**src/rtl/float_accumulator_single.sv**
```systemverilog
// Streams a counted run of floats through an external single-precision adder, keeping a running sum and sticky flags.
// Result valid the cycle after the last accepted operand; one operand per cycle, input stalls on in_valid, result held until res_ready.
module float_accumulator_single #(
  parameter int FLOAT_SIZE    = 32,
  parameter int EXPONENT_SIZE = 8,
  parameter int MANTISSA_SIZE = 23,
  parameter int COUNT_WIDTH   = 8
) (
  input  logic                   clk,
  input  logic                   rst_n,
  input  logic                   start,
  input  logic [COUNT_WIDTH-1:0] len,
  input  logic                   in_valid,
  output logic                   in_ready,
  input  logic [FLOAT_SIZE-1:0]  in_data,
  output logic [FLOAT_SIZE-1:0]  add_a,
  output logic [FLOAT_SIZE-1:0]  add_b,
  input  logic [FLOAT_SIZE-1:0]  add_out,
  input  logic                   add_overflow,
  input  logic                   add_underflow,
  input  logic                   add_inexact,
  input  logic                   add_zero,
  output logic                   busy,
  output logic                   res_valid,
  input  logic                   res_ready,
  output logic [FLOAT_SIZE-1:0]  res_data,
  output logic                   res_overflow,
  output logic                   res_underflow,
  output logic                   res_inexact,
  output logic                   res_zero
);

  typedef enum logic [1:0] {
    S_IDLE  = 2'd0,
    S_FIRST = 2'd1,
    S_ACCUM = 2'd2,
    S_DONE  = 2'd3
  } state_t;

  localparam logic [COUNT_WIDTH-1:0] CNT_ZERO = '0;
  localparam logic [COUNT_WIDTH-1:0] CNT_ONE  = {{(COUNT_WIDTH-1){1'b0}}, 1'b1};

  state_t                 state;
  state_t                 state_nxt;
  logic [FLOAT_SIZE-1:0]  acc;
  logic [COUNT_WIDTH-1:0] remaining;
  logic                   sticky_ovf;
  logic                   sticky_unf;
  logic                   sticky_inx;
  logic                   zero_q;
  logic                   accept;
  logic                   last_beat;

  assign accept    = in_valid & in_ready;
  assign last_beat = (remaining == CNT_ONE);

  always_comb begin
    state_nxt = state;
    in_ready  = 1'b0;
    res_valid = 1'b0;
    case (state)
      S_IDLE: begin
        if (start) state_nxt = (len == CNT_ZERO) ? S_DONE : S_FIRST;
      end
      S_FIRST: begin
        in_ready = 1'b1;
        if (in_valid) state_nxt = last_beat ? S_DONE : S_ACCUM;
      end
      S_ACCUM: begin
        in_ready = 1'b1;
        if (in_valid && last_beat) state_nxt = S_DONE;
      end
      S_DONE: begin
        res_valid = 1'b1;
        if (res_ready) state_nxt = S_IDLE;
      end
      default: state_nxt = S_IDLE;
    endcase
  end

  always_ff @(posedge clk or negedge rst_n) begin
    if (!rst_n) begin
      state      <= S_IDLE;
      acc        <= '0;
      remaining  <= '0;
      sticky_ovf <= 1'b0;
      sticky_unf <= 1'b0;
      sticky_inx <= 1'b0;
      zero_q     <= 1'b0;
    end else begin
      state <= state_nxt;
      case (state)
        S_IDLE: begin
          if (start) begin
            sticky_ovf <= 1'b0;
            sticky_unf <= 1'b0;
            sticky_inx <= 1'b0;
            if (len == CNT_ZERO) begin
              acc    <= '0;
              zero_q <= 1'b1;
            end else begin
              remaining <= len;
            end
          end
        end
        S_FIRST: begin
          // First operand is loaded directly so the sum never sees a seed of +0.
          if (accept) begin
            acc       <= in_data;
            zero_q    <= (in_data[EXPONENT_SIZE+MANTISSA_SIZE-1:0] == '0);
            remaining <= remaining - CNT_ONE;
          end
        end
        S_ACCUM: begin
          if (accept) begin
            acc        <= add_out;
            zero_q     <= add_zero;
            sticky_ovf <= sticky_ovf | add_overflow;
            sticky_unf <= sticky_unf | add_underflow;
            sticky_inx <= sticky_inx | add_inexact;
            remaining  <= remaining - CNT_ONE;
          end
        end
        default: ;
      endcase
    end
  end

  assign busy          = (state != S_IDLE);
  assign add_a         = acc;
  assign add_b         = in_data;
  assign res_data      = acc;
  assign res_overflow  = sticky_ovf;
  assign res_underflow = sticky_unf;
  assign res_inexact   = sticky_inx;
  assign res_zero      = zero_q;

endmodule

```
**config.mk**
```make
export PLATFORM = sky130hd
export DESIGN_NAME = float_accumulator_single
export DESIGN_NICKNAME = d
export VERILOG_FILES = /design/src/rtl/float_accumulator_single.sv
export SDC_FILE = /design/constraint.sdc
export NUM_CORES = 1
export LEC_CHECK = 0
export BUFFER_PORTS_ARGS = -buffer_cell sky130_fd_sc_hd__buf_2
export CORE_MARGIN = 5
export CORE_UTILIZATION = 32
export DETAILED_ROUTE_END_ITERATION = 7
export GPL_TIMING_DRIVEN = 0
export SYNTH_ARGS = -nofsm -noshare
export SYNTH_HDL_FRONTEND = slang
export SYNTH_SLANG_ARGS = --single-unit
export TNS_END_PERCENT = 20
```
**constraint.sdc**
```tcl
create_clock -name clk -period 1.9 [get_ports clk]
set_input_delay 0.19 -clock clk [delete_from_list [all_inputs] [get_ports clk]]
set_output_delay 0.19 -clock clk [all_outputs]
set_load 0.01 [all_outputs]
```
==> results of run 1 <==
[logic make-up (layout without fill, tap and decap cells)]
family                   count (synthesis)  count (layout)
buffers and inverters                   97             300
AO/OA/AOI/OAI                           80              80
AND/OR/NAND/NOR                         74              74
flip-flops                              46              46
multiplexers                            35              35
adder cells (fa/ha/maj)                  7               7
[where the power goes]
part	switching, mW	internal [mW]
Clock	0.341	0.253
Combinational	3.13	3.74
Sequential	0.450	1.49
Total	3.92	5.49
[area by class of cell]
class	count	area, um^2	area share, %
Timing Repair Buffer	197	1115	23.02
Inverter	12	55.05	1.137
Multi-Input combinational cell	196	1628	33.62
Clock inverter	1	7.507	0.1550
Sequential cell	46	1154	23.82
Tap cell	136	170.2	3.514
Clock buffer	6	72.57	1.499
Buffer	84	640.6	13.23
[registers in the layout (all words and copies together), names as in the netlist]
name	count
add_a	32
remaining	8
res_inexact	1
res_overflow	1
res_underflow	1
res_zero	1
state	2
[metrics by stage]
step | worst slack [ns] | util [%] | hold WS [ns]
after global routing | -0.01706 | 47.11 | 0.1906
after CTS | -0.01169 | 46.01 | 0.1353
after detailed placement | -0.3854 | 43.10 | 0.4635
after floorplan | 0.001028 | - | -0.1056
after global placement | -0.4328 | 43.10 | 0.4637
final | 0.02731 | 47.11 | 0.09372
[layout by cell type, fill, tap and decap left out, drive strengths merged, types with 2 or more instances in the layout]
cell type | netlist | routed
nor4b | 2 | 2
inv | 12 | 12
clkbuf | 14 | 18
nand2b | 2 | 2
a221oi | 4 | 4
o221ai | 2 | 2
a21oi | 6 | 6
o21ai | 12 | 12
a31oi | 3 | 3
a211oi | 4 | 4
a21boi | 2 | 2
o211ai | 2 | 2
ha | 7 | 7
nand2 | 4 | 4
nand4 | 3 | 3
or4 | 3 | 3
dfrtp | 46 | 46
o22ai | 2 | 2
buf | 71 | 269
a221o | 2 | 2
nor4 | 10 | 10
nor2 | 41 | 41
nor3 | 2 | 2
mux2 | 34 | 34
nand3 | 3 | 3
a22oi | 32 | 32
[final timing paths]
| kind | slack [ns] | end |
|---|---|---|
| min in group clk | 0.19 | res_overflow$_DFFE_PN0P_ |
| max reg2reg | 0.03 | add_a[22]$_DFFE_PN0P_ |
| max | 0.03 | add_a[22]$_DFFE_PN0P_ |
| max in group asynchronous | 1.04 | remaining[0]$_DFFE_PN0P_ |
| min | 0.09 | add_a[4]$_DFFE_PN0P_ |
| min reg2reg | 0.52 | res_zero$_DFFE_PN0P_ |
[per-layer routing]
metal  up-vias  wire length, um  GRT usage [%]  share of wire [%]
met2       128             5685          30.15                 49
met3        12              740          3.396                6.4
met1      1598             4951          21.87                 43
met5         -                7              0              0.061
li1       1577                -              -                  -
met4         2              101          3.045               0.88
[what timing repair did]
item / 4_1_cts / 5_1_grt
setup buffers: 9 / 4
cloned: 1 / 1
pin swaps: 2 / 2
resized for setup: 31 / 22
setup endpoints to repair: 45 / 42
==> reports/summary.txt, run 1 <==
status -> complete, no violations
crit path max fanout -> 5
Power Density -> 1942 mW/mm^2
WL per Instance -> 16.94 um
Slew Limit Fails -> 0
Synth area leaders -> dfrtp_1 (34%), buf_4 (14%), mux2_4 (13%)
initial antenna violation count -> 1
Fin Setup TNS -> 0 ns
Register-to-Register Path Depth -> 8
Synth area leader -> dfrtp_1
Pre-Repair DR Iteration Count -> 4
ANT nets after route -> 0
# port buffers -> 182
Ports -> 184
Sink Count -> 46
CP arrival -> 2.06 ns
area of placed instances -> 0.004429 mm^2
CP Data Required Time -> 2.09 ns
Synth Area in Adders -> 2.617%
synthesized cell area -> 0.003347 mm^2
crit path kind -> register to register
gr usage total -> 17.09%
CTS tree -> built
slowest CP cell -> dfrtp_1
Ant. Diodes -> 0
worst rel slew slack -> 25.84%
crit path cell chain -> buf_4 -> ha_1 -> nor2_1 -> o2111a_1 -> buf_6 -> buf_12 -> clkbuf_16 -> mux2_4
largest family of logic cells by synthesized area -> buffers and inverters
Most used DFF post-synth -> dfrtp_1
Largest delay share family, worst path -> buffers and inverters
row cnt -> 37
reg-to-reg startpoint -> state[1]$_DFFE_PN0P_
largest net degree at the start of global routing -> 47
final WL -> 11490 um
Synth top area share -> 34.39%
post-synthesis sequential area ratio -> 34.39%
Synthesized Nets -> 427
non-filler cells, final -> 678
number of library cell types mapped by synthesis -> 49
Max Cap Violations -> 0
fin crit share -> 98.56%
commonest cells in the netlist -> buf_4 (64), dfrtp_1 (46), nor2_1 (41)
Least-Margin Pin Slew -> 1.112 ns
final net count -> 630
Final Hold Vio Count -> 0
cell count after placement -> 657
critical path launch point type -> register
Final min period -> 1.873 ns
Synth Register Bits -> 46
Synth warnings -> 0
Num CTS Buffers -> 5
clk_skew -> 0.006092 ns
final setup vio count -> 0
Clock transition at path regs -> 0.09 ns
die width -> 112.3 um
first-pass GRT wire length -> 17650 um
Root Buffer Master -> clkbuf_8
Synth Area in Compound Gates -> 17.23%
Final Power -> 9.403 mW
syn avg cell area -> 9.873 um^2
starting density of the core -> 32.57%
worst ir drop on vdd -> 0.7520 mV
Die ar. -> 0.01260 mm^2
Critical Path Sink Type -> register
hold_buf cts -> 0
RSZ-0062 raised after global routing -> yes
placer congestion estimate -> 0.8554
CP Depth -> 8
layout cell share with drive strength beyond 1 -> 61.99%
number of flops mapped to enable cells by yosys -> 0
ys async rst share -> 100.0%
DIE HEIGHT -> 112.3 um
DRC viols -> 0
vias in the first global route -> 3346
Iteration-0 DRC Markers -> 151
leakage power -> 2.581 nW
maximum clock frequency -> 534.0 MHz
# fillers -> 1047
Hold Path Class -> input port to async pin
Via Count -> 3317
Core Box Area -> 0.01028 mm^2
hpwl dp -> 8884 um
Synth Area in Simple Gates -> 10.88%
Synth Area in XOR/XNOR -> 0%
Setup crit start -> state[1]$_DFFE_PN0P_
Finished Cell Area -> 0.004842 mm^2
Buf/Inv on CP -> 4
Via-to-Cell Ratio -> 4.892
CTS max path bufs -> 2
Synth-to-Final Area Change -> 44.67%
Syn Inst Count -> 339
grt ovf -> 0
top-count cell post-synth -> buf_4
Max stage delay on crit path -> 0.41 ns
mux contribution to synthesized area -> 15.10%
H-tree depth -> 2
Skew-Pair Late Insertion Delay -> 0.30 ns
(Power assumes the default switching activity.)
==> inputs of run 2 (changes only) <==
- PLACE_DENSITY: unset -> 0.74
- REMOVE_ABC_BUFFERS: unset -> 1
==> run 2 against run 1 <==
The flow now finishes with violations (negative setup slack). Utilization decreased by 6.3 points. Maximum frequency decreased by 1.8%. Count of clock-buffer cells in the layout is 1 lower. Non-clock buffer count fell by 87. Combinational power down 19%. Wire length shrank 6.0%.
==> reports/summary.txt, run 2 (synthesized netlist as in run 1, its figures left out) <==
status -> complete, but fails checks
failing checks -> negative setup slack
cell count after placement -> 574 (-13%)
maximum clock frequency -> 524.2 MHz (-1.8%)
Clock Power Share -> 10.6% (+4.3 points)
Reg2Reg Setup Slack -> -0.008 ns (-0.03 ns)
starting density of the core -> 32.57% (unchanged)
Pre-Repair DR Iteration Count -> 4 (unchanged)
Fin Setup TNS -> -0.04144 ns (-0.04144 ns)
worst ir drop on vdd -> 0.6486 mV (-14%)
Skew-Pair Late Insertion Delay -> 0.31 ns (about the same)
Ports -> 184 (unchanged)
RSZ-0062 raised after global routing -> yes
Final min period -> 1.908 ns (+0.03483 ns)
critical path launch point type -> register
Clock transition at path regs -> 0.10 ns (about the same)
Hold Path Class -> input port to async pin
commonest cells after routing, fill and taps aside -> buf_2 (183), dfrtp_1 (43), nor2_1 (41)
# fillers -> 1056 (+0.86%)
Sink Count -> 46 (unchanged)
leakage power -> 2.154 nW (-17%)
Via Count -> 3093 (-6.8%)
ANT nets after route -> 0 (unchanged)
Max Cap Violations -> 0 (unchanged)
placer congestion estimate -> 0.9145 (+6.9%)
row cnt -> 37 (unchanged)
vias in the first global route -> 3120 (-6.8%)
worst rel slew slack -> 29.21% (+3.4 points)
Slew Limit Fails -> 0 (unchanged)
final net count -> 545 (-13%)
initial antenna violation count -> 1 (unchanged)
Register-to-Register Path Depth -> 7 (-1)
CP Data Required Time -> 2.09 ns (about the same)
clk_skew -> 0.009126 ns (+0.003034 ns)
Ant. Diodes -> 0 (unchanged)
CTS tree -> built
CTS max path bufs -> 2 (unchanged)
first-pass GRT wire length -> 16440 um (-6.9%)
layout cell share with drive strength beyond 1 -> 56.33% (-5.7 points)
Least-Margin Pin Slew -> 1.062 ns (-0.05046 ns)
largest net degree at the start of global routing -> 47 (unchanged)
die width -> 112.3 um (unchanged)
commonest non-fill, non-tap cell in the layout -> buf_2
Num CTS Buffers -> 5 (unchanged)
crit path max fanout -> 18 (+13)
hold_buf cts -> 0 (unchanged)
fin crit share -> 100.4% (+1.8 points)
WL per Instance -> 18.17 um (+7.3%)
Final Hold Vio Count -> 0 (unchanged)
reg-to-reg startpoint -> state[0]$_DFFE_PN0P_
hpwl dp -> 7397 um (-17%)
Logic pwr share -> 65.9% (-7.1 points)
non-filler cells, final -> 594 (-12%)
Iteration-0 DRC Markers -> 188 (+25%)
crit path kind -> register to register
Pint -> 4.642 mW (-15%)
final WL -> 10800 um (-6.0%)
DRC viols -> 0 (unchanged)
Critical Path Sink Type -> register
H-tree depth -> 2 (unchanged)
CP arrival -> 2.10 ns (+0.04 ns)
RR Endpoint -> add_a[27]$_DFFE_PN0P_
Core Box Area -> 0.01028 mm^2 (unchanged)
Root Buffer Master -> clkbuf_8
Via-to-Cell Ratio -> 5.207 (+6.4%)
sequential power share -> 23.5% (+2.8 points)
Die ar. -> 0.01260 mm^2 (unchanged)
worst setup margin -> -0.007516 ns (-0.03483 ns)
sw power -> 3.787 mW (-3.3%)
number of flip-flops in the largest register -> 32 (unchanged)
Synth-to-Final Area Change -> 25.38%
gr usage total -> 16.16% (-0.93 points)
final setup vio count -> 11 (+11)
# port buffers -> 183 (+0.55%)
grt ovf -> 0 (unchanged)
DIE HEIGHT -> 112.3 um (unchanged)
switching share of total power -> 44.93% (+3.3 points)
Final Power -> 8.429 mW (-10%)
Power Density -> 2009 mW/mm^2 (+3.4%)
[run 2: cell count changes in the layout (fill, tap and decap cells not counted), moves of 2 or more]
cell / delta
buf_4: -66
clkbuf_2: -6
buf_12: -5
clkbuf_1: -4
buf_6: -3
buf_8: +2
bufinv_16: +2
clkbuf_4: -2
clkinvlp_4: +2
ha_1: -2
mux2_1: -2
mux2_4: +2
o21ai_1: +2
[run 2: final cells by class]
type                            instances  area [um^2]  area share [%]
Clock buffer                            5        68.82           1.640
Multi-Input combinational cell        196         1632           38.88
Timing Repair Buffer                  194         1039           24.75
Inverter                               12        48.80           1.163
Tap cell                              136        170.2           4.055
Sequential cell                        46         1155           27.52
Clock inverter                          3        68.82           1.640
Timing Repair inverter                  2        15.01          0.3578
[run 2: repair_timing]
action | in CTS | in global routing
pin swaps | 4 | 0
buffers inserted | 10 | 0
cloned | 2 | 0
resized for setup | 17 | 13
endpoints found under the setup margin | 46 | 40
[run 2: critical path: stages, from the launching register on]
cell        delay [ns]
dfrtp_1           0.38
inv_2             0.09
ha_4              0.33
clkinvlp_4        0.11
o21ai_1           0.08
o2111a_2          0.28
buf_12            0.20
mux2_4            0.31
[run 2: how the worst max path moves through the flow]
stage	startpoint	to	cells past startpoint
floorplan	state[1]$_DFFE_PN0P_	add_a[2]$_DFFE_PN0P_	6
global placement	state[1]$_DFFE_PN0P_	add_a[4]$_DFFE_PN0P_	6
detailed placement	state[1]$_DFFE_PN0P_	add_a[26]$_DFFE_PN0P_	7
CTS	state[0]$_DFFE_PN0P_	add_a[26]$_DFFE_PN0P_	7
global route	state[0]$_DFFE_PN0P_	add_a[22]$_DFFE_PN0P_	7
finish	state[0]$_DFFE_PN0P_	add_a[27]$_DFFE_PN0P_	7
[run 2: through the flow]
step | hold slack (ns) | instance area [um^2] | utilization, % | worst slack (ns)
after floorplan | -0.1056 | 2730 | - | -1.442
after global placement | 0.4360 | 3816 | 37.13 | -2.250
after detailed placement | 0.4583 | 3837 | 37.34 | -1.490
after CTS | 0.1210 | 4149 | 40.37 | -0.007504
after global routing | 0.1865 | 4197 | 40.83 | -0.08049
final | 0.07358 | 4197 | 40.83 | -0.007516
[run 2: per-layer routing]
| metal | wire length (um) | part of all wire [%] | track usage (%) | up-vias |
|---|---|---|---|---|
| met5 | 11 | 0.10 | 0 | - |
| met4 | 198 | 1.8 | 4.888 | 2 |
| met3 | 739 | 6.8 | 2.911 | 21 |
| met2 | 5473 | 51 | 28.29 | 164 |
| met1 | 4371 | 40 | 20.24 | 1499 |
| li1 | - | - | - | 1407 |
[run 2: power groups by stage]
stage               Combinational, mW  Clock [mW]  Sequential (mW)
global placement                 3.59           0             1.58
CTS                              5.53       0.905             1.93
floorplan                        2.67           0             2.18
global route                     6.01       0.946             2.07
detailed placement               4.00           0             1.60
finish                           5.56       0.889             1.98
==> inputs of run 3 (changes only) <==
- SETUP_SLACK_MARGIN: unset -> 0.05
==> run 3 against run 2 <==
The flow still finishes with violations (negative setup slack). Cell count unchanged. Clock power down 1%. Sequential power about the same. Via count grew 0.13%. Clock skew is essentially flat. Critical endpoint is now add_a[25]$_DFFE_PN0P_. Largest cell class unchanged. Highest routed layer unchanged.
==> reports/summary.txt, run 3 (synthesized netlist as in run 1, its figures left out) <==
# fillers -> 1052 (-0.38%)
commonest cells after routing, fill and taps aside -> buf_2 (183), dfrtp_1 (43), nor2_1 (41)
Sink Count -> 46 (unchanged)
area of placed instances -> 0.003837 mm^2 (unchanged)
Pint -> 4.680 mW (+0.83%)
Clock transition at path regs -> 0.10 ns (about the same)
hpwl dp -> 7397 um (unchanged)
# port buffers -> 183 (unchanged)
Synth-to-Final Area Change -> 26.32%
failing checks -> negative setup slack
sequential power share -> 23.4% (about the same)
vias in the first global route -> 3137 (+0.54%)
worst setup margin -> -0.01750 ns (-0.009988 ns)
DRC viols -> 0 (unchanged)
first-pass GRT wire length -> 16450 um (about the same)
die width -> 112.3 um (unchanged)
Skew-Pair Late Insertion Delay -> 0.30 ns (about the same)
worst ir drop on vdd -> 0.6456 mV (-0.46%)
number of flip-flops in the largest register -> 32 (unchanged)
Die ar. -> 0.01260 mm^2 (unchanged)
Max stage delay on crit path -> 0.37 ns (about the same)
CP Depth -> 7 (unchanged)
gr usage total -> 16.18% (+0.023 points)
Clock Power Share -> 10.3% (-0.3 points)
Core Box Area -> 0.01028 mm^2 (unchanged)
RSZ-0062 raised after global routing -> yes
grt ovf -> 0 (unchanged)
CP arrival -> 2.11 ns (about the same)
Via Count -> 3097 (+0.13%)
FF+latch area -> 0.001155 mm^2 (unchanged)
Reg2Reg Setup Slack -> -0.02 ns (about the same)
crit path cell chain -> inv_2 -> ha_4 -> clkinvlp_4 -> o21ai_1 -> o2111a_2 -> buf_12 -> mux2_4
critical path launch point type -> register
reg-to-reg startpoint -> state[0]$_DFFE_PN0P_
Setup crit start -> state[0]$_DFFE_PN0P_
hold_buf cts -> 0 (unchanged)
WL per Instance -> 18.32 um (+0.80%)
RR Endpoint -> add_a[25]$_DFFE_PN0P_
crit path kind -> register to register
row cnt -> 37 (unchanged)
Largest delay share family, worst path -> buffers and inverters
Finished Cell Area -> 0.004228 mm^2 (+0.75%)
Logic pwr share -> 66.2% (+0.3 points)
end of the critical path -> add_a[25]$_DFFE_PN0P_
Buf/Inv on CP -> 3 (unchanged)
switching share of total power -> 45.07% (+0.14 points)
Slew Limit Fails -> 0 (unchanged)
commonest non-fill, non-tap cell in the layout -> buf_2
Register-to-Register Path Depth -> 7 (unchanged)
Via-to-Cell Ratio -> 5.214 (+0.13%)
Ports -> 184 (unchanged)
Power Density -> 2015 mW/mm^2 (+0.33%)
Least-Margin Pin Slew -> 1.063 ns (+0.001539 ns)
H-tree depth -> 2 (unchanged)
Final Hold Vio Count -> 0 (unchanged)
Num CTS Buffers -> 5 (unchanged)
largest net degree at the start of global routing -> 47 (unchanged)
slowest CP cell -> dfrtp_1
Pre-Repair DR Iteration Count -> 5 (+1)
final WL -> 10880 um (+0.80%)
Placement Setup Slack -> -1.490 ns (unchanged)
CTS max path bufs -> 2 (unchanged)
final setup vio count -> 22 (+11)
status -> complete, but fails checks
Iteration-0 DRC Markers -> 169 (-10%)
maximum clock frequency -> 521.5 MHz (-0.52%)
Final min period -> 1.918 ns (+0.009988 ns)
CP Data Required Time -> 2.09 ns (about the same)
worst rel slew slack -> 29.11% (-0.10 points)
starting density of the core -> 32.57% (unchanged)
sw power -> 3.840 mW (+1.4%)
Max Cap Violations -> 0 (unchanged)
crit path max fanout -> 18 (unchanged)
DIE HEIGHT -> 112.3 um (unchanged)
final net count -> 545 (unchanged)
leakage power -> 2.162 nW (+0.36%)
initial antenna violation count -> 1 (unchanged)
Root Buffer Master -> clkbuf_8
clk_skew -> 0.008729 ns (-0.0003964 ns)
Hold Path Class -> input port to async pin
ANT nets after route -> 0 (unchanged)
layout cell share with drive strength beyond 1 -> 56.99% (+0.66 points)
CTS tree -> built
multi-input logic area -> 0.001663 mm^2 (+1.9%)
fin crit share -> 100.9% (+0.53 points)
Critical Path Sink Type -> register
Ant. Diodes -> 0 (unchanged)
placer congestion estimate -> 0.9145 (unchanged)
[run 3: cell counts in the layout (fill, tap and decap cells not counted)]
Identical to the previous run, type by type.
[run 3: per-stage QoR]
stage               utilization (%)  setup TNS [ns]  std cells  hold WS, ns  total power [mW]
floorplan                         -          -47.57        254      -0.1056             4.850
finish                        41.14         -0.2032        594      0.07706             8.520
global route                  41.14          -2.139        594       0.1865             9.100
detailed placement            37.34          -53.85        574       0.4583             5.600
global placement              37.13          -79.66        573       0.4360             5.171
CTS                           40.41        -0.02114        594       0.1210             8.385
[run 3: power by group through the flow]
stage	combinational (mW)	sequential (mW)	clock, mW
floorplan	2.67	2.18	0
global placement	3.59	1.58	0
detailed placement	4.00	1.60	0
CTS	5.55	1.93	0.905
global route	6.08	2.08	0.946
finish	5.64	2.00	0.880
[run 3: layer usage]
metal	vias up	GRT usage, %	share of wire [%]
met5	-	0	0.10
met4	2	4.888	2.0
met3	23	2.911	6.7
met2	176	28.37	51
met1	1492	20.24	40
li1	1404	-	-
[run 3: worst min-delay path by stage]
| stage | startpoint | endpoint | slack, ns |
|---|---|---|---|
| 3_5_place_dp | rst_n | add_a[1]$_DFFE_PN0P_ | 0.46 |
| 3_3_place_gp | rst_n | remaining[0]$_DFFE_PN0P_ | 0.44 |
| 6_report | rst_n | add_a[7]$_DFFE_PN0P_ | 0.08 |
| 4_1_cts | rst_n | add_a[7]$_DFFE_PN0P_ | 0.12 |
| 2_1_floorplan | rst_n | add_a[0]$_DFFE_PN0P_ | -0.11 |
| 5_1_grt | rst_n | add_a[7]$_DFFE_PN0P_ | 0.19 |
[run 3: final cells by class]
class,count,share of cell area [%]
timing repair inverter,2,0.3551
timing repair buffer,194,24.56
inverter,12,1.154
multi-input combinational,196,39.33
tap,136,4.025
clock inverter,3,1.628
clock buffer,5,1.628
sequential,46,27.32
[run 3: timing repair]
item,CTS,global route
gates resized for setup,19,16
setup endpoints to repair,47,41
pin swaps,4,1
cloned,2,0
buffers inserted,10,0
[run 3: worst register-to-register path, delay by kind of cell, from the launching register on]
family	cells	cell delay, ns
buf+inv	3	0.41
fa+ha+maj	1	0.33
flops	1	0.37
compound gates	2	0.37
mux	1	0.33
